===== src/rtl/ram_arbiter.sv =====
// ram_arbiter: two-port round-robin arbiter in front of a single RAM controller.
//
// Ports:
//   clk, reset            single clock; synchronous active-high reset
//   p0_* / p1_*           requester ports (p0 = core data, p1 = loader/debug):
//                         req, we, addr, wdata in; ack pulse, rdata out
//   ram_address           latched address of the current/last transaction
//   ram_data_in           latched write data of the current/last transaction
//   ram_enable_write      one-cycle write strobe (ISSUE cycle of a write)
//   ram_data_out          RAM read data, valid the cycle after the address
//   busy                  high whenever the FSM is not in IDLE
//   grant                 port index owning the current/most recent transaction
//   dbg_state_o           FSM state encoding (IDLE=0, ISSUE=1, WAIT=2, DONE=3)
//
// Handshake: a requester raises req and holds we/addr/wdata stable until the
// IDLE cycle in which it is sampled. From then on the transaction is owned by
// the arbiter: dropping req does not cancel it, and ack pulses for exactly one
// cycle (DONE) with rdata valid in that cycle. Requests seen outside IDLE are
// not remembered; a req still high after DONE starts a fresh transaction.

module ram_arbiter #(
  parameter int ADDR_WIDTH = 32,
  parameter int DATA_WIDTH = 32
) (
  input  logic                  clk,
  input  logic                  reset,
  input  logic                  p0_req,
  input  logic                  p0_we,
  input  logic [ADDR_WIDTH-1:0] p0_addr,
  input  logic [DATA_WIDTH-1:0] p0_wdata,
  output logic                  p0_ack,
  output logic [DATA_WIDTH-1:0] p0_rdata,
  input  logic                  p1_req,
  input  logic                  p1_we,
  input  logic [ADDR_WIDTH-1:0] p1_addr,
  input  logic [DATA_WIDTH-1:0] p1_wdata,
  output logic                  p1_ack,
  output logic [DATA_WIDTH-1:0] p1_rdata,
  output logic [ADDR_WIDTH-1:0] ram_address,
  output logic [DATA_WIDTH-1:0] ram_data_in,
  output logic                  ram_enable_write,
  input  logic [DATA_WIDTH-1:0] ram_data_out,
  output logic                  busy,
  output logic                  grant,
  output logic [1:0]            dbg_state_o
);

  typedef enum logic [1:0] {
    IDLE  = 2'd0,
    ISSUE = 2'd1,
    WAIT  = 2'd2,
    DONE  = 2'd3
  } state_t;

  state_t                  state_q;
  logic                    grant_q;
  logic                    last_grant_q;
  logic                    we_q;
  logic [ADDR_WIDTH-1:0]   addr_q;
  logic [DATA_WIDTH-1:0]   wdata_q;
  logic [DATA_WIDTH-1:0]   p0_rdata_q;
  logic [DATA_WIDTH-1:0]   p1_rdata_q;

  // Port chosen if the FSM leaves IDLE this cycle. On a tie the port that
  // did not win last time goes next.
  logic grant_d;

  always_comb begin
    grant_d = 1'b0;
    if (p0_req && p1_req) begin
      grant_d = ~last_grant_q;
    end else if (p1_req) begin
      grant_d = 1'b1;
    end
  end

  always_ff @(posedge clk) begin
    if (reset) begin
      state_q      <= IDLE;
      grant_q      <= 1'b0;
      last_grant_q <= 1'b1;
      we_q         <= 1'b0;
      addr_q       <= '0;
      wdata_q      <= '0;
      p0_rdata_q   <= '0;
      p1_rdata_q   <= '0;
    end else begin
      case (state_q)
        IDLE: begin
          if (p0_req || p1_req) begin
            state_q      <= ISSUE;
            grant_q      <= grant_d;
            last_grant_q <= grant_d;
            we_q         <= grant_d ? p1_we    : p0_we;
            addr_q       <= grant_d ? p1_addr  : p0_addr;
            wdata_q      <= grant_d ? p1_wdata : p0_wdata;
          end
        end
        ISSUE: state_q <= WAIT;
        WAIT: begin
          state_q <= DONE;
          // RAM read data is valid now; loads for writes too.
          if (grant_q) begin
            p1_rdata_q <= ram_data_out;
          end else begin
            p0_rdata_q <= ram_data_out;
          end
        end
        DONE:    state_q <= IDLE;
        default: state_q <= IDLE;
      endcase
    end
  end

  // Strobe and acks are masked by reset so a transaction caught by reset in
  // ISSUE or DONE neither writes the RAM nor completes toward the requester.
  assign ram_enable_write = (state_q == ISSUE) && we_q && !reset;
  assign p0_ack           = (state_q == DONE) && !grant_q && !reset;
  assign p1_ack           = (state_q == DONE) &&  grant_q && !reset;

  assign ram_address = addr_q;
  assign ram_data_in = wdata_q;
  assign p0_rdata    = p0_rdata_q;
  assign p1_rdata    = p1_rdata_q;
  assign busy        = (state_q != IDLE);
  assign grant       = grant_q;
  assign dbg_state_o = state_q;

endmodule


===== config.mk =====
export PLATFORM = sky130hd
export DESIGN_NAME = ram_arbiter
export DESIGN_NICKNAME = d
export VERILOG_FILES = /design/src/rtl/ram_arbiter.sv
export SDC_FILE = /design/constraint.sdc
export NUM_CORES = 1
export LEC_CHECK = 0
export ABC_AREA = 1
export CAP_MARGIN = 10
export CORE_ASPECT_RATIO = 0.7
export CORE_MARGIN = 2
export CORE_UTILIZATION = 40
export CTS_CLUSTER_SIZE = 25
export DETAILED_ROUTE_END_ITERATION = 8
export PLACE_DENSITY = 0.77
export SLEW_MARGIN = 30
export SYNTH_ARGS = -nofsm -noshare
export SYNTH_HDL_FRONTEND = slang
export SYNTH_SLANG_ARGS = --single-unit

===== constraint.sdc =====
create_clock -name clk -period 1.65 [get_ports clk]
set_clock_uncertainty 0.15 [all_clocks]
set_input_delay 0.4125 -clock clk [delete_from_list [all_inputs] [get_ports clk]]
set_output_delay 0.4125 -clock clk [all_outputs]
set_load 0.01 [all_outputs]

==> impl_metrics.toml, run 1 <==
[yosys]
ys_types = 19
synth_warnings = 0
syn_inst = 871
synth_top_area_share_pct = 46.0
ys_seq_area_share_pct = 46.0
ys_ff_latch = 133
synth_edf_count = 0
synth_ff_type = "dfxtp_1"
synthTopCellsByCount = "nor2_1 (327), nand2_1 (137), dfxtp_1 (133), o21ai_0 (120), inv_1 (72)"
synth.area.top_cells = "dfxtp_1 (46%), nor2_1 (21%), o21ai_0 (10%)"
synth_async_sr_flop_share_pct = 0
syn-num-nets = 1042
syn_avg_cell_area_um2 = 6.65
synth_top_cell_by_area = "dfxtp_1"
yosysMostFrequentCell = "nor2_1"
syn_area_um2 = 5790

[timing]
setup_viol = 136
rsz0062_at_grt = "true"
post-route-period-util_pct = 114
finalHoldViolCount = 0
worstMarginPinSlew_ns = 0.298
holdWs_ns = 0.297
drv_slew = 0
slew_headroom_pct = 79.9
min_period_ns = 1.88
setup_slack_ns = -0.230
max_freq_mhz = 532

[critical_path]
crit_start = "dbg_state_o[1]$_SDFFE_PP0P_"
critical-path-top-delay-family = "buffers and inverters"
start_kind = "flop"
r2r_start = "dbg_state_o[1]$_SDFFE_PP0P_"
slowest_stage = "dfxtp_4"
worstPathCellList = "buf_4 > buf_6 > buf_4 > buf_4 > ha_4 > nand2_8 > buf_12 > o21ai_0 > nor2_1"
crit_arrival_ns = 2.02
endpoint = "p0_rdata[21]$_SDFFE_PP0P_"
critPathMaxFanout = 10
worst_ep_required_time_ns = 1.79
critical_path.max_stage_delay_ns = 0.39
criticalPathCategory = "flop to flop"
rrSetupSlack_ns = -0.23
r2r_end = "p0_rdata[21]$_SDFFE_PP0P_"
cp-end-kind = "flop"
cp.depth = 9
path_buf_inv = 5
r2r_cells = 9
path_common_cell = "buf_4"

[clock_tree]
cts_tree = "done"
insertion_delay_ns = 0.40
postCtsHoldBufs = 0
clk_pin_slew_worst_paths_ns = 0.06
cts-root-buf = "clkbuf_16"
cts_max_level = 4
numClockSinks = 133
cts_buffer_depth = 2
numCtsBuffers = 17

[routing]
wl_mm = 22.9
wl_per_cell_um = 16.2
vias_per_cell = 4.83
ant_nets = 0
first_pass_iters = 5
drc = 0
dr_total_vias = 6809
drt-initial-drc-count = 364

[grt]
grt_pass1_wl_mm = 32.9
grt_max_degree = 42
grt_pass1_vias = 6328
grt_use_total_pct = 26.7
gr-total-overflow = 0
grt_antenna_before_repair = 0

[cells_and_area]
final_cells = 1411
nets = 1379
drive_above_1_share_pct = 21.0
synthToLayoutAreaGrowth_pct = 87.1
post-route-util_pct = 77.1
diodes = 0

[die]
fp.dieH_um = 105
fp.dieW_um = 148
start_util_pct = 41.2
die_area_um2 = 15500
num_io_pins = 301
core_area_um2 = 14100
rows = 36

[placement]
portBuffers = 300
placed_cells = 1342
gp_congestion = 0.845
hpwl_mm = 13.7

[power]
p_per_area_nw_per_um2 = 1450
pwr-share-clk_pct = 22.1
sequentialPowerShare_pct = 29.4
finalPower_mw = 15.7
ir_drop_mv = 0.920
p_int_mw = 9.96
swShare_pct = 36.7
cellLeakagePower_nw = 5.25
p_comb_share_pct = 48.5
p_switching_mw = 5.77

[run_status]
status = "finished with violations"
violations = "negative setup slack"

[hold_path]
hold_class = "input port to flop"

[job]
maxCapViolations = 0
==> power groups by stage <==
stage | clock network [mW] | registers (mW) | logic, mW
2_1_floorplan | 0 | 4.90 | 2.31
4_1_cts | 3.54 | 4.48 | 6.54
5_1_grt | 3.68 | 4.72 | 8.17
3_3_place_gp | 0 | 4.49 | 5.32
6_report | 3.48 | 4.62 | 7.62
3_5_place_dp | 0 | 4.52 | 5.38
==> metrics by stage <==
stage	instance area, µm²	setup slack (ns)	TNS [ns]
2_1_floorplan	5790	0.0251	0
3_3_place_gp	9090	-0.531	-28.50
3_5_place_dp	9090	-0.632	-30.95
4_1_cts	10100	-0.209	-10.56
5_1_grt	10800	-0.282	-27.96
6_report	10800	-0.230	-20.42
==> registers in the layout (all words and copies together), names as in the netlist <==
name and flops:
p0_rdata 32, p1_rdata 32, ram_address 32, ram_data_in 32, dbg_state_o 2, grant 1
last_grant_q 1, we_q 1
==> timing repair <==
action,4_1_cts,5_1_grt
pin swaps,20,63
setup buffers,16,7
setup endpoints to repair,220,141
gates resized for setup,246,234
cloned,11,11
==> cell usage in the layout (no fill, tap or decap), drive strengths merged <==
| master | Yosys | layout |
|---|---|---|
| clkinvlp | 0 | 5 |
| dlymetal6s2s | 0 | 1 |
| dlygate4sd2 | 0 | 115 |
| a21boi | 1 | 1 |
| clkbuf | 24 | 38 |
| clkdlybuf4s50 | 0 | 164 |
| clkinv | 0 | 4 |
| or2 | 1 | 1 |
| nor3 | 2 | 2 |
| nand2 | 137 | 137 |
| inv | 73 | 77 |
| ha | 5 | 5 |
| a21oi | 1 | 1 |
| dfxtp | 133 | 133 |
| buf | 30 | 70 |
| nand3 | 3 | 3 |
| nor2 | 329 | 329 |
| o21ai | 132 | 132 |
| clkdlybuf4s15 | 0 | 3 |
==> logic make-up (layout without fill, tap and decap cells) <==
group / count (synthesis) / count (layout) / share of synthesized area [%]
compound gates: 134 / 134 / 11.6
flops: 133 / 133 / 46.0
fa+ha+maj: 5 / 5 / 1.08
buf+inv: 127 / 477 / 10.4
simple gates: 472 / 472 / 30.9
==> layer usage <==
| metal | track usage [%] | routed length [µm] | up-vias |
|---|---|---|---|
| li1 | - | - | 3356 |
| met3 | 7.07 | 1640 | 41 |
| met1 | 32.5 | 9740 | 3129 |
| met4 | 9.18 | 556 | 0 |
| met2 | 45.6 | 11000 | 283 |
| met5 | 0 | 0 | - |
==> layout make-up <==
type / instances / area [µm²]
clock buffer: 19 / 443
sequential: 133 / 2670
tap: 190 / 238
clock inverter: 13 / 100
fill: 1043 / 3220
multi-input combinational: 611 / 3150
timing repair buffer: 372 / 3940
inverter: 73 / 299
==> worst register-to-register path: stages, from the launching register on <==
cell,delay (ns)
dfxtp_4,0.39
buf_4,0.12
buf_6,0.09
buf_4,0.10
buf_4,0.12
ha_4,0.20
nand2_8,0.11
buf_12,0.16
o21ai_0,0.24
nor2_1,0.09
==> worst min path at each step <==
stage                               from                         to  cells past startpoint
2_1_floorplan  last_grant_q$_SDFFE_PP1P_  last_grant_q$_SDFFE_PP1P_                      2
3_3_place_gp   last_grant_q$_SDFFE_PP1P_  last_grant_q$_SDFFE_PP1P_                      2
3_5_place_dp   last_grant_q$_SDFFE_PP1P_  last_grant_q$_SDFFE_PP1P_                      2
4_1_cts        last_grant_q$_SDFFE_PP1P_  last_grant_q$_SDFFE_PP1P_                      2
5_1_grt                            reset         grant$_SDFFE_PP0P_                      3
6_report                           reset         grant$_SDFFE_PP0P_                      3
Note: power is estimated with default switching activity, not from simulation.
==> inputs of run 2 (changes only) <==
- ABC_AREA: 1 -> 0
- PLACE_DENSITY: 0.77 -> 0.8
- TNS_END_PERCENT: unset -> 30
- clock period: 1.65 -> 2.27 ns (I/O delays scaled with it)
==> run 2 against run 1 <==
The run now ends clean. Total power shrank 35%. First-iteration DRC count shrank 28%. Routed wire length shrank 19%. Critical endpoint is now ram_enable_write.
==> impl_metrics.toml, run 2 <==
[grt]
grt_max_degree = 113
grt_antenna_before_repair = 0
grt_pass1_wl_mm = 28.1
grt_use_total_pct = 25.1
grt_pass1_vias = 5413
gr-total-overflow = 0

[routing]
wl_mm = 18.5
drt-initial-drc-count = 262
first_pass_iters = 4
dr_total_vias = 5782
drc = 0
vias_per_cell = 5.10
wl_per_cell_um = 16.3
ant_nets = 0

[timing]
slew_headroom_pct = 66.6
min_period_ns = 2.18
setup_slack_ns = 0.0912
max_freq_mhz = 459
drv_slew = 0
setup_viol = 0
post-route-period-util_pct = 96.0
finalHoldViolCount = 0
worstMarginPinSlew_ns = 0.501
rsz0062_at_grt = "false"

[die]
fp.dieH_um = 100
die_area_um2 = 14100
num_io_pins = 301
start_util_pct = 40.5
core_area_um2 = 13000
fp.dieW_um = 141
rows = 35

[yosys]
synth_async_sr_flop_share_pct = 0
ys_ff_latch = 133
syn_area_um2 = 5260
syn_avg_cell_area_um2 = 7.83
synth_ff_type = "dfxtp_1"
synth_edf_count = 0
ys_types = 25
yosysMostFrequentCell = "nand2_1"
synth_warnings = 0
syn-num-nets = 843
synth_top_area_share_pct = 50.6
syn_inst = 672
synth_top_cell_by_area = "dfxtp_1"
ys_seq_area_share_pct = 50.6
synth.area.top_cells = "dfxtp_1 (51%), nand2_1 (14%), a21oi_1 (12%)"
synthTopCellsByCount = "nand2_1 (194), dfxtp_1 (133), a21oi_1 (130), nor2_1 (69), a211oi_1 (66)"

[critical_path]
worst_ep_required_time_ns = 1.55
criticalPathCategory = "flop to output pin"
critPathMaxFanout = 5
cp-end-kind = "output pin"
crit_arrival_ns = 1.46
start_kind = "flop"

[hold_path]
hold_class = "flop to flop"

[placement]
pre_cts_slack_ns = -0.0459
gp_congestion = 0.794
portBuffers = 300
placed_cell_area_um2 = 8490
hpwl_mm = 12.7
placed_cells = 1101

[power]
swShare_pct = 33.8
ir_drop_mv = 0.627
p_comb_share_pct = 40.2
cellLeakagePower_nw = 3.45
p_switching_mw = 3.48
p_per_area_nw_per_um2 = 1130
p_int_mw = 6.82
pwr-share-clk_pct = 28.3
sequentialPowerShare_pct = 31.4

[clock_tree]
cts_buffer_depth = 2
numCtsBuffers = 17
clk_pin_slew_worst_paths_ns = 0.06
cts_tree = "done"
post_cts_buffers = 0
numClockSinks = 133
insertion_delay_ns = 0.40
cts-root-buf = "clkbuf_16"
cts_max_level = 4
ctsResizeCount = 6
postCtsHoldBufs = 0

[cells_and_area]
finish.instance_area_um2 = 9120
nets = 1125
final_cells = 1133
layout_commonest_cell = "clkdlybuf4s50_1"
drive_above_1_share_pct = 6.51
diodes = 0
final_cell_mix = "clkdlybuf4s50_1 (295), nand2_1 (194), a21oi_1 (130), dfxtp_1 (130), nor2_1 (69)"
synthToLayoutAreaGrowth_pct = 73.2

[run_status]
status = "finished, final reports clean"

[job]
maxCapViolations = 0
run 2: per-stage QoR:
step	hold slack, ns	power [mW]	TNS [ns]	utilization [%]
global placement	0.292	7.34	0	65.3
detailed placement	0.296	7.42	-0.175	65.3
global route	0.320	10.9	0	70.1
CTS	0.306	10.4	0	70.1
finish	0.302	10.3	0	70.1
floorplan	0.324	5.25	0	-
run 2: area by class of cell:
cell class              count  area (µm²)
fillers                  1043        3890
repair buffers            320        3270
multi-input cells         479        2330
inverters                   3        11.3
clock inverters            14         188
clock buffers              18         439
flip-flops and latches    133        2670
well taps                 166         208
run 2: worst paths after layout:
| kind | cells past startpoint | startpoint | endpoint | slack (ns) |
|---|---|---|---|---|
| worst max-delay path | 4 | dbg_state_o[1]$_SDFFE_PP0P_ | ram_enable_write | 0.09 |
| worst min-delay path | 2 | p0_rdata[29]$_SDFFE_PP0P_ | p0_rdata[29]$_SDFFE_PP0P_ | 0.30 |
| worst max register to register | 6 | dbg_state_o[0]$_SDFFE_PP0P_ | p1_rdata[1]$_SDFFE_PP0P_ | 0.49 |
| worst min register to register | 2 | p0_rdata[29]$_SDFFE_PP0P_ | p0_rdata[29]$_SDFFE_PP0P_ | 0.30 |
run 2: metal layers:
metal	wire (µm)	GRT usage, %	vias up
met5	0	0	-
met4	557	11.1	0
met3	1430	8.11	38
met2	8580	40.9	209
met1	7890	30.7	2703
li1	-	-	2832
run 2: kinds of logic (layout without fill, tap and decap cells):
logic type / count (synthesis) / after routing / synth area share [%]
DFF: 133 / 133 / 50.6
muxes: 1 / 1 / 0.190
AOI/OAI and AO/OA: 202 / 202 / 22.7
adders and majority gates: 5 / 5 / 1.19
buffers and inverters: 60 / 355 / 5.49
and+or+nand+nor: 271 / 271 / 19.9
run 2: power groups by stage:
stage | Sequential (mW) | Clock (mW) | Combinational (mW)
detailed placement | 3.28 | 0 | 4.13
global placement | 3.27 | 0 | 4.08
finish | 3.24 | 2.92 | 4.14
floorplan | 3.54 | 0 | 1.72
CTS | 3.24 | 2.97 | 4.16
global route | 3.31 | 3.07 | 4.49
run 2: critical path: stages (launching register included):
cell	delay, ns
dfxtp_2	0.36
inv_1	0.08
ha_1	0.17
and3b_1	0.15
dlygate4sd2_1	0.30
==> inputs of run 3 (changes only) <==
- CTS_CLUSTER_SIZE: 25 -> unset
==> results of run 3 <==
No change in the layout: final DEF, timing and power equal those of run 2.
